$ cat src/rtl/dma_copy_pkg.sv
// rtl/dma_copy_pkg.sv - shared types and constants for the DMA copy engine
package dma_copy_pkg;

    // Copy sequencer: one word per RD -> LAT -> WR pass.
    typedef enum logic [1:0] {
        IDLE = 2'd0,
        RD   = 2'd1,
        LAT  = 2'd2,
        WR   = 2'd3
    } state_t;

    // CSR word offsets
    localparam logic [1:0] CSR_CTRL = 2'd0;
    localparam logic [1:0] CSR_SRC  = 2'd1;
    localparam logic [1:0] CSR_DST  = 2'd2;
    localparam logic [1:0] CSR_LEN  = 2'd3;

    // CTRL write bit positions
    localparam int START   = 0;
    localparam int ABORT   = 1;
    localparam int IRQ_EN  = 2;
    localparam int CLEAR   = 3;

    // CTRL read (status) bit positions
    localparam int BUSY    = 0;
    localparam int DONE    = 1;
    localparam int ABORTED = 3;

endpackage

$ cat src/rtl/dma_copy_csr.sv
// rtl/dma_copy_csr.sv - CSR register file, command pulses and interrupt
//
// Ports:
//   clk, reset_n                 clock, async active-low reset
//   csr_*                        Avalon-MM slave, registered read data
//   irq                          done & irq_en
//   busy                         engine is mid-copy (blocks config writes)
//   set_done/set_aborted         status set requests from the sequencer
//   clr_status                   accepted start with non-zero length
//   len_dec                      one word committed, decrement LEN
//   start_pulse/abort_pulse      decoded CTRL commands
//   src/dst/len                  programmed copy parameters
module dma_copy_csr
    import dma_copy_pkg::*;
#(
    parameter int ADDR_W = 11,
    parameter int LEN_W  = 12
) (
    input  logic              clk,
    input  logic              reset_n,
    input  logic [1:0]        csr_address,
    input  logic              csr_chipselect,
    input  logic              csr_write,
    input  logic [31:0]       csr_writedata,
    input  logic              csr_read,
    output logic [31:0]       csr_readdata,
    output logic              irq,
    input  logic              busy,
    input  logic              set_done,
    input  logic              set_aborted,
    input  logic              clr_status,
    input  logic              len_dec,
    output logic              start_pulse,
    output logic              abort_pulse,
    output logic [ADDR_W-1:0] src,
    output logic [ADDR_W-1:0] dst,
    output logic [LEN_W-1:0]  len
);

    logic        wr_ctrl;
    logic        ctrl_blocked;
    logic        ctrl_apply;
    logic        done_q;
    logic        aborted_q;
    logic        irq_en_q;
    logic [31:0] rd_mux;
    logic        unused_wdata;

    assign unused_wdata = &{1'b0, csr_writedata[31:LEN_W]};

    assign wr_ctrl      = csr_chipselect & csr_write & (csr_address == CSR_CTRL);
    // A start written while busy discards the whole CTRL write (irq_en, clear)
    assign ctrl_blocked = busy & csr_writedata[START];
    assign ctrl_apply   = wr_ctrl & ~ctrl_blocked;

    // Abort wins over start in the same write
    assign start_pulse  = wr_ctrl & csr_writedata[START] & ~csr_writedata[ABORT] & ~busy;
    assign abort_pulse  = wr_ctrl & csr_writedata[ABORT];

    assign irq = done_q & irq_en_q;

    always_ff @(posedge clk or negedge reset_n) begin
        if (!reset_n) begin
            src       <= '0;
            dst       <= '0;
            len       <= '0;
            irq_en_q  <= 1'b0;
            done_q    <= 1'b0;
            aborted_q <= 1'b0;
        end else begin
            if (csr_chipselect && csr_write && !busy) begin
                case (csr_address)
                    CSR_SRC: src <= csr_writedata[ADDR_W-1:0];
                    CSR_DST: dst <= csr_writedata[ADDR_W-1:0];
                    CSR_LEN: len <= csr_writedata[LEN_W-1:0];
                    default: ;
                endcase
            end else if (len_dec) begin
                len <= len - LEN_W'(1);
            end

            if (ctrl_apply) begin
                irq_en_q <= csr_writedata[IRQ_EN];
            end

            if (set_done) begin
                done_q <= 1'b1;
            end else if (clr_status || (ctrl_apply && csr_writedata[CLEAR])) begin
                done_q <= 1'b0;
            end

            if (set_aborted) begin
                aborted_q <= 1'b1;
            end else if (clr_status || (ctrl_apply && csr_writedata[CLEAR])) begin
                aborted_q <= 1'b0;
            end
        end
    end

    always_comb begin
        rd_mux = '0;
        case (csr_address)
            CSR_CTRL: begin
                rd_mux[BUSY]    = busy;
                rd_mux[DONE]    = done_q;
                rd_mux[IRQ_EN]  = irq_en_q;
                rd_mux[ABORTED] = aborted_q;
            end
            CSR_SRC: rd_mux = 32'(src);
            CSR_DST: rd_mux = 32'(dst);
            CSR_LEN: rd_mux = 32'(len);
            default: rd_mux = '0;
        endcase
    end

    always_ff @(posedge clk or negedge reset_n) begin
        if (!reset_n) begin
            csr_readdata <= '0;
        end else if (csr_chipselect && csr_read) begin
            csr_readdata <= rd_mux;
        end
    end

endmodule

$ cat src/rtl/dma_copy_engine.sv
// rtl/dma_copy_engine.sv - memory-to-memory word copy engine on RAM port s2
//
// Ports:
//   clk, reset_n        clock (shared with RAM s2), async active-low reset
//   csr_*               four-register CSR slave: CTRL/STATUS, SRC, DST, LEN
//   irq                 level interrupt, done & irq_en
//   mem_*               RAM port s2 master; address registered in the RAM,
//                       read data returned unregistered one cycle later
module dma_copy_engine
    import dma_copy_pkg::*;
#(
    parameter int ADDR_W = 11,
    parameter int DATA_W = 32,
    parameter int LEN_W  = 12
) (
    input  logic              clk,
    input  logic              reset_n,
    input  logic [1:0]        csr_address,
    input  logic              csr_chipselect,
    input  logic              csr_write,
    input  logic [31:0]       csr_writedata,
    input  logic              csr_read,
    output logic [31:0]       csr_readdata,
    output logic              irq,
    output logic [ADDR_W-1:0] mem_address,
    output logic [3:0]        mem_byteenable,
    output logic              mem_chipselect,
    output logic              mem_write,
    output logic [DATA_W-1:0] mem_writedata,
    input  logic [DATA_W-1:0] mem_readdata,
    output logic              mem_clken
);

    state_t            state_q, state_d;
    logic [ADDR_W-1:0] src_ptr, dst_ptr;
    logic [DATA_W-1:0] data_q;
    logic [ADDR_W-1:0] src, dst;
    logic [LEN_W-1:0]  len;
    logic              busy;
    logic              start_pulse, abort_pulse;
    logic              set_done, set_aborted, clr_status, len_dec;
    logic              load_ptrs, inc_ptrs;

    assign busy           = (state_q != IDLE);
    assign mem_byteenable = 4'hF;
    assign mem_clken      = 1'b1;
    assign mem_writedata  = data_q;

    dma_copy_csr #(
        .ADDR_W (ADDR_W),
        .LEN_W  (LEN_W)
    ) u_csr (
        .clk            (clk),
        .reset_n        (reset_n),
        .csr_address    (csr_address),
        .csr_chipselect (csr_chipselect),
        .csr_write      (csr_write),
        .csr_writedata  (csr_writedata),
        .csr_read       (csr_read),
        .csr_readdata   (csr_readdata),
        .irq            (irq),
        .busy           (busy),
        .set_done       (set_done),
        .set_aborted    (set_aborted),
        .clr_status     (clr_status),
        .len_dec        (len_dec),
        .start_pulse    (start_pulse),
        .abort_pulse    (abort_pulse),
        .src            (src),
        .dst            (dst),
        .len            (len)
    );

    always_ff @(posedge clk or negedge reset_n) begin
        if (!reset_n) begin
            state_q <= IDLE;
        end else begin
            state_q <= state_d;
        end
    end

    // The LEN register doubles as the remaining-word counter.
    always_comb begin
        state_d        = state_q;
        set_done       = 1'b0;
        set_aborted    = 1'b0;
        clr_status     = 1'b0;
        len_dec        = 1'b0;
        load_ptrs      = 1'b0;
        inc_ptrs       = 1'b0;
        mem_chipselect = 1'b0;
        mem_write      = 1'b0;
        mem_address    = src_ptr;
        case (state_q)
            IDLE: begin
                if (start_pulse) begin
                    if (len == '0) begin
                        set_done = 1'b1;
                    end else begin
                        clr_status = 1'b1;
                        load_ptrs  = 1'b1;
                        state_d    = RD;
                    end
                end
            end
            RD: begin
                mem_chipselect = 1'b1;
                state_d        = LAT;
            end
            LAT: begin
                state_d = WR;
            end
            WR: begin
                mem_chipselect = 1'b1;
                mem_write      = 1'b1;
                mem_address    = dst_ptr;
                len_dec        = 1'b1;
                inc_ptrs       = 1'b1;
                if (len == LEN_W'(1)) begin
                    set_done = 1'b1;
                    state_d  = IDLE;
                end else begin
                    state_d  = RD;
                end
            end
            default: state_d = IDLE;
        endcase
        // A write already on the bus in WR still commits; only sequencing stops.
        if (busy && abort_pulse) begin
            state_d     = IDLE;
            set_done    = 1'b0;
            set_aborted = 1'b1;
        end
    end

    always_ff @(posedge clk or negedge reset_n) begin
        if (!reset_n) begin
            src_ptr <= '0;
            dst_ptr <= '0;
            data_q  <= '0;
        end else begin
            if (load_ptrs) begin
                src_ptr <= src;
                dst_ptr <= dst;
            end else if (inc_ptrs) begin
                src_ptr <= src_ptr + ADDR_W'(1);
                dst_ptr <= dst_ptr + ADDR_W'(1);
            end
            // RAM output is valid in LAT because its address was registered in RD
            if (state_q == LAT) begin
                data_q <= mem_readdata;
            end
        end
    end

endmodule

$ cat config.mk
export PLATFORM = sky130hd
export DESIGN_NAME = dma_copy_engine
export DESIGN_NICKNAME = d
export VERILOG_FILES = /design/src/rtl/dma_copy_pkg.sv /design/src/rtl/dma_copy_csr.sv /design/src/rtl/dma_copy_engine.sv
export SDC_FILE = /design/constraint.sdc
export NUM_CORES = 1
export LEC_CHECK = 0
export ABC_AREA = 1
export CORE_ASPECT_RATIO = 0.75
export CORE_MARGIN = 1.5
export CORE_UTILIZATION = 48
export CTS_BUF_LIST = sky130_fd_sc_hd__clkbuf_16
export DETAILED_ROUTE_END_ITERATION = 8
export PLACE_DENSITY = 0.82
export REMOVE_ABC_BUFFERS = 1
export SLEW_MARGIN = 5
export SYNTH_ARGS = -nofsm -noshare
export SYNTH_HDL_FRONTEND = slang
export SYNTH_HIERARCHICAL = 1
export SYNTH_SLANG_ARGS = --single-unit
export TNS_END_PERCENT = 5
$ cat constraint.sdc
create_clock -name clk -period 2.45 [get_ports clk]
set_clock_uncertainty 0.2 [all_clocks]
set_input_delay 0.3675 -clock clk [delete_from_list [all_inputs] [get_ports clk]]
set_output_delay 0.3675 -clock clk [all_outputs]
set_load 0.01 [all_outputs]
# Word level (Yosys, flattened, before mapping)
# Index checks and enable logic that the tools add are counted.
# Widths: inputs -> output; s select.
[word_totals]
regBits = 125
inputBits = 71
word_cells = 85
out_inout_bits = 83
[classes]
n_reduce_logical = 20
n_bitwise = 12
add_sub_neg = 3
n_eq_ne = 10
mux = 29
[op_table]
columns = ["op", "n"]
rows = [
  ["$mux 11", 5],
  ["$mux 12", 3],
  ["$pmux 8 s3", 1],
  ["$add 11x1->11 const B", 2],
  ["$pmux 4 s4", 1],
  ["$mux 1", 14],
  ["$eq 12x1->1 const B", 1],
  ["$logic_not 12->1", 1],
  ["$sub 12x1->12 const B", 1],
  ["$reduce_bool 2->1", 5],
  ["$and 1x1->1", 9],
  ["$eq 2x2->1 const B", 4],
  ["$pmux 2 s4", 1],
  ["$reduce_and 2->1", 4],
  ["$mux 2", 3],
  ["$ne 3x3->1 const B", 2],
  ["$logic_and 1x1->1", 5],
  ["$eq 2x1->1 const B", 2],
  ["$logic_not 2->1", 2],
  ["$not 1->1", 3],
  ["$ne 2x2->1 const B", 1],
  ["$pmux 1 s2", 1],
  ["$reduce_or 2->1", 1],
  ["$logic_not 1->1", 1],
  ["$logic_or 1x1->1", 1],
]

# Depth between registers and ports, before layout
[depth]
ltp_word = 10
mapped_depth = 12
depth_no_buf = 12

# By module
# Netlist, hierarchy kept.
[by_module_without_submodules]
columns = ["module", "area_per_inst_um2", "cells_each", "n_inst"]
rows = [
  ["dma_copy_engine", 3186.8, 373, 1],
  ["dma_copy_csr", 2641.3, 339, 1],
]

# Worst setup path after synthesis
# No wires, ideal clock.
[synth_timing]
path_kind = "flip-flop to flip-flop"
from = "register state_q[0]"
to = "register u_csr.done_q"
required_ps = 2126
path_stages_with_launch = 12
t_arrival_ps = 1911
setup_slack_ps = 215
period_less_slack_ps = 2235
path_cell_list = "dfrtp_1 -> inv_1 -> ha_1 -> inv_1 -> nor4_1 -> nand2_1 -> inv_2 -> nand2_8 -> inv_6 -> buf_6 -> o21bai_1 -> o21bai_1"
[synth_between]
elab_chain_len = 7
[synth_lines]
columns = ["element", "line", "rtl"]
rows = [
  ["start, declared", "dma_copy_engine.sv:34", "state_t state_q, state_d;"],
  ["start signal, assigned", "dma_copy_engine.sv:78", "state_q <= state_d;"],
  ["$reduce_bool 2->1", "dma_copy_engine.sv:44", "assign busy = (state_q != IDLE);"],
  ["net busy", "dma_copy_engine.sv:39", "logic busy;"],
  ["$not 1->1", "dma_copy_csr.sv:57", "assign start_pulse = wr_ctrl & csr_writedata[START] & ~csr_writedata[ABORT] & ~busy;"],
  ["$and 1x1->1", "dma_copy_csr.sv:57", ""],
  ["net start_pulse", "dma_copy_engine.sv:40", "logic start_pulse, abort_pulse;"],
  ["$mux 1", "dma_copy_engine.sv:96", "if (start_pulse) begin"],
  ["$mux 1", "dma_copy_engine.sv:94", "case (state_q)"],
  ["net clr_status", "dma_copy_engine.sv:41", "logic set_done, set_aborted, clr_status, len_dec;"],
  ["$logic_or 1x1->1", "dma_copy_csr.sv:88", "end else if (clr_status || (ctrl_apply && csr_writedata[CLEAR])) begin"],
  ["$reduce_bool 2->1 (no source line)", "-", ""],
  ["end signal, assigned", "dma_copy_csr.sv:68", "done_q <= 1'b0;"],
  ["end signal, assigned", "dma_copy_csr.sv:87", "done_q <= 1'b1;"],
  ["end signal, assigned", "dma_copy_csr.sv:89", "done_q <= 1'b0;"],
  ["end, declared", "dma_copy_csr.sv:43", "logic done_q;"],
]
# The timed path passes the listed nets, and every way through them passes these cells.
# A chain may end at the register's enable or synchronous reset.

# Worst setup path after layout
[layout_timing]
from = "register state_q[0]"
to = "output mem_address[0]"
[layout_between]
elab_chain_len = 2
[layout_lines]
columns = ["element", "line", "rtl"]
rows = [
  ["$eq 2x2->1", "dma_copy_engine.sv:94", ""],
  ["$mux 11", "dma_copy_engine.sv:94", ""],
  ["end, declared", "dma_copy_engine.sv:25", "output logic [ADDR_W-1:0] mem_address,"],
]
# Every way passes these cells.

==> metrics <==
via count of the routed design 5103; initial antenna violation count 0; Rows 34; final routed wirelength across all metal layers 14.8 mm; worst path required time 1.88 ns; crit path capture type output pin; share of layout cells above drive strength 1 12.8%; maximum number of pins on one net before global-route repair 40; first element of the critical path state_q[0]$_DFFE_PN0P_; met2 usage 36.5%; Die Wd 130 um; total power divided by cell area 1110 nW/um^2; number of I/O port buffers 108; remaining antenna violation count after routing 0; Initial Utilization 49.8%; count of unresolved DRC violations after routing 0; number of synthesized register bits 105; top-count cell post-synth nand2_1; worst path cell trace ha_4 -> clkinv_2 -> nand2_1 -> nand2_1 -> clkdlybuf4s50_1; HPWL after detailed placement 11.0 mm; worst slew margin relative to its limit 64.5%; static leakage power 3.66 nW; top post-synthesis cells by count nand2_1, dfrtp_1, nand3_1, inv_1, o21ai_0; antenna cell count 0; worst flop-to-flop path endpoint src_ptr[7]$_DFFE_PN0P_; global routing usage on met3 6.46%; cell with the largest stage delay on the worst path clkdlybuf4s50_1; final std cell area, no fill 7460 um^2; Final Instance Count excl. Fillers 1005; sequential fraction of the synthesis area 45.1%; type of the worst setup path reg -> out; number of top-level pins 154; final critical path time including I/O delays and setup 2.46 ns; r2r worst-path depth 11; destination of the critical timing path mem_address[0]; unrepaired setup endpoints after global routing true; syn avg cell area 8.19 um^2; critical path peak fanout 13; async set-reset flop share out of synthesis 100%; via count of the first global-routing pass 4882; Setup Fix Bufs, Post-CTS 0; final period utilization 101%; core area 11700 um^2; instance count on the critical path 5; setup violation total in the final timing report 1; post-synthesis instance area 5830 um^2; Top FF cell, synth dfrtp_1; filler cell count 966; standard cell area after detailed placement 7150 um^2; count of unique library cells instantiated by Yosys 42; Pwr Total 8.29 mW; drt pass-1 iters 5; final-layout worst hold slack 0.290 ns; count of flip-flops with a built-in enable after synthesis 0; worst-case setup slack after placement -0.193 ns; largest delay contributor family on the critical path buffers and inverters; Hold/Removal Path Class reg -> reg; Avg WL per Cell 14.7 um; final weighted congestion in routability-driven placement 0.925; Syn-to-layout area delta 28.1%; total negative setup slack -0.0127 ns; Hold Fails Final Rpt 0; synthesized instance count 712; TritonCTS clock tree built; failing checks negative setup slack; clock-pin slew of the registers on the worst-case setup and hold paths 0.07 ns; PnR worst setup slack -0.0127 ns; number of clock buffers inserted by TritonCTS 9; global-route met1 utilization 36.4%; vias per cell 5.08; reg2reg start state_q[0]$_DFFE_PN0P_; Max clock buf depth 2; Buf/Inv on CP 2; flop2flop setup slack 0.17 ns; arrival time at the worst endpoint 1.90 ns; clock latency reported for the late side of the worst-skew pair 0.36 ns; Clock Tree Root clkbuf_16; share of Yosys cell area claimed by the top area cell type 45.1%; post-synthesis cell type with the largest combined area dfrtp_1; peak supply drop 535 uV; Cells after DPL 988; total grt overflow 0; number of clock sinks 105; height of the chip 98.4 um; ranking of synthesized cells by area dfrtp_1, nand2_1, nand3_1, mux2_2, inv_1; final max-slew violation count 0; wire length of the first global-routing pass 24.7 mm; outcome finished with violations; number of synthesis warnings 6; GRT busiest layer met2; post-layout utilization of the core 63.8%; max-capacitance violation count 0; startpoint type of the worst setup path register; achievable clock frequency 406 MHz; count of nets after finishing 917; Iteration-0 DRC Markers 443; number of levels in the clock H-tree 3; critical path's most frequent cell nand2_1; all-layer global routing usage 24.5%; area enclosed by the die boundary 12800 um^2; critical path's largest stage delay 0.54 ns; worst slew pin tran 0.533 ns
worst min-delay path, stage by stage (launching register included):
cell	delay (ns)
dfrtp_1	0.35
nand2_1	0.05
nand2_1	0.05
layout by cell type, fill, tap and decap left out, drive strengths merged, types with 2 or more instances in the layout:
cell type,Yosys,routed
nand3b,6,6
nor2,36,36
buf,45,33
ha,8,8
conb,2,25
nand3,83,83
nand2,215,215
dlygate4sd2,0,8
dlymetal6s2s,0,2
dfrtp,105,105
o21ai,68,68
clkbuf,4,9
o211ai,3,3
nand4,3,3
mux2,32,32
clkdlybuf4s50,0,97
a21oi,11,11
inv,66,68
xor2,8,8
clkinv,1,6
nor3,5,5
o21bai,3,3
xnor2,2,2
area by class of cell:
cell class	instances	area [um^2]	area share, %
inverters	67	258	3.45
multi-input cells	514	2710	36.2
clock inverters	7	53.8	0.721
well taps	162	203	2.72
clock buffers	9	225	3.02
flip-flops and latches	105	2630	35.2
repair buffers	141	1390	18.6
logic make-up after synthesis:
family / Yosys count / share of synthesized area (%)
adder cells (fa/ha/maj): 8 / 1.72
other: 2 / 0.129
AO/OA/AOI/OAI: 89 / 8.24
buffers and inverters: 116 / 10.3
multiplexers: 32 / 6.18
flip-flops: 105 / 45.1
AND/OR/NAND/NOR: 350 / 26.8
XOR/XNOR: 10 / 1.50
how the worst min path moves through the flow:
stage / start / to / slack [ns] / cells past startpoint
final: u_csr/csr_readdata[0]$_DFFE_PN0P_ / u_csr/csr_readdata[0]$_DFFE_PN0P_ / 0.29 / 2
after global routing: u_csr/csr_readdata[7]$_DFFE_PN0P_ / u_csr/csr_readdata[7]$_DFFE_PN0P_ / 0.31 / 2
after CTS: u_csr/csr_readdata[0]$_DFFE_PN0P_ / u_csr/csr_readdata[0]$_DFFE_PN0P_ / 0.29 / 2
after detailed placement: reset_n / mem_writedata[13]$_DFFE_PN0N_ / 0.18 / 1
after global placement: reset_n / mem_writedata[13]$_DFFE_PN0N_ / 0.19 / 1
after floorplan: reset_n / dst_ptr[0]$_DFFE_PN0P_ / -0.13 / 0
per-layer routing:
metal / routed length [um] / part of all wire (%)
met5: 0 / 0
met4: 124 / 0.84
met3: 906 / 6.1
met2: 6550 / 44
met1: 7170 / 49
power breakdown:
group	total (mW)	switching, mW	leakage (nW)	internal (mW)
logic	3.75	1.90	2.20	1.85
clock network	1.39	0.689	0.140	0.699
registers	3.15	0.648	1.32	2.50
total	8.29	3.24	3.66	5.05
flip-flops by register name, indices dropped and copies added (netlist names):
signal / count
src_ptr: 11
u_csr/csr_readdata: 12
u_csr/aborted_q: 1
mem_writedata: 32
dst_ptr: 11
state_q: 2
u_csr/dst: 11
u_csr/src: 11
u_csr/done_q: 1
u_csr/irq_en_q: 1
u_csr/len: 12
timing repair:
item | in CTS | in global routing
hold buffers | 1 | 0
hold endpoints to repair | 37 | 0
endpoints found under the setup margin | 12 | 20
gates cloned | 0 | 0
resized for setup | 16 | 3
No activity file was read; power rests on OpenSTA's default activity.
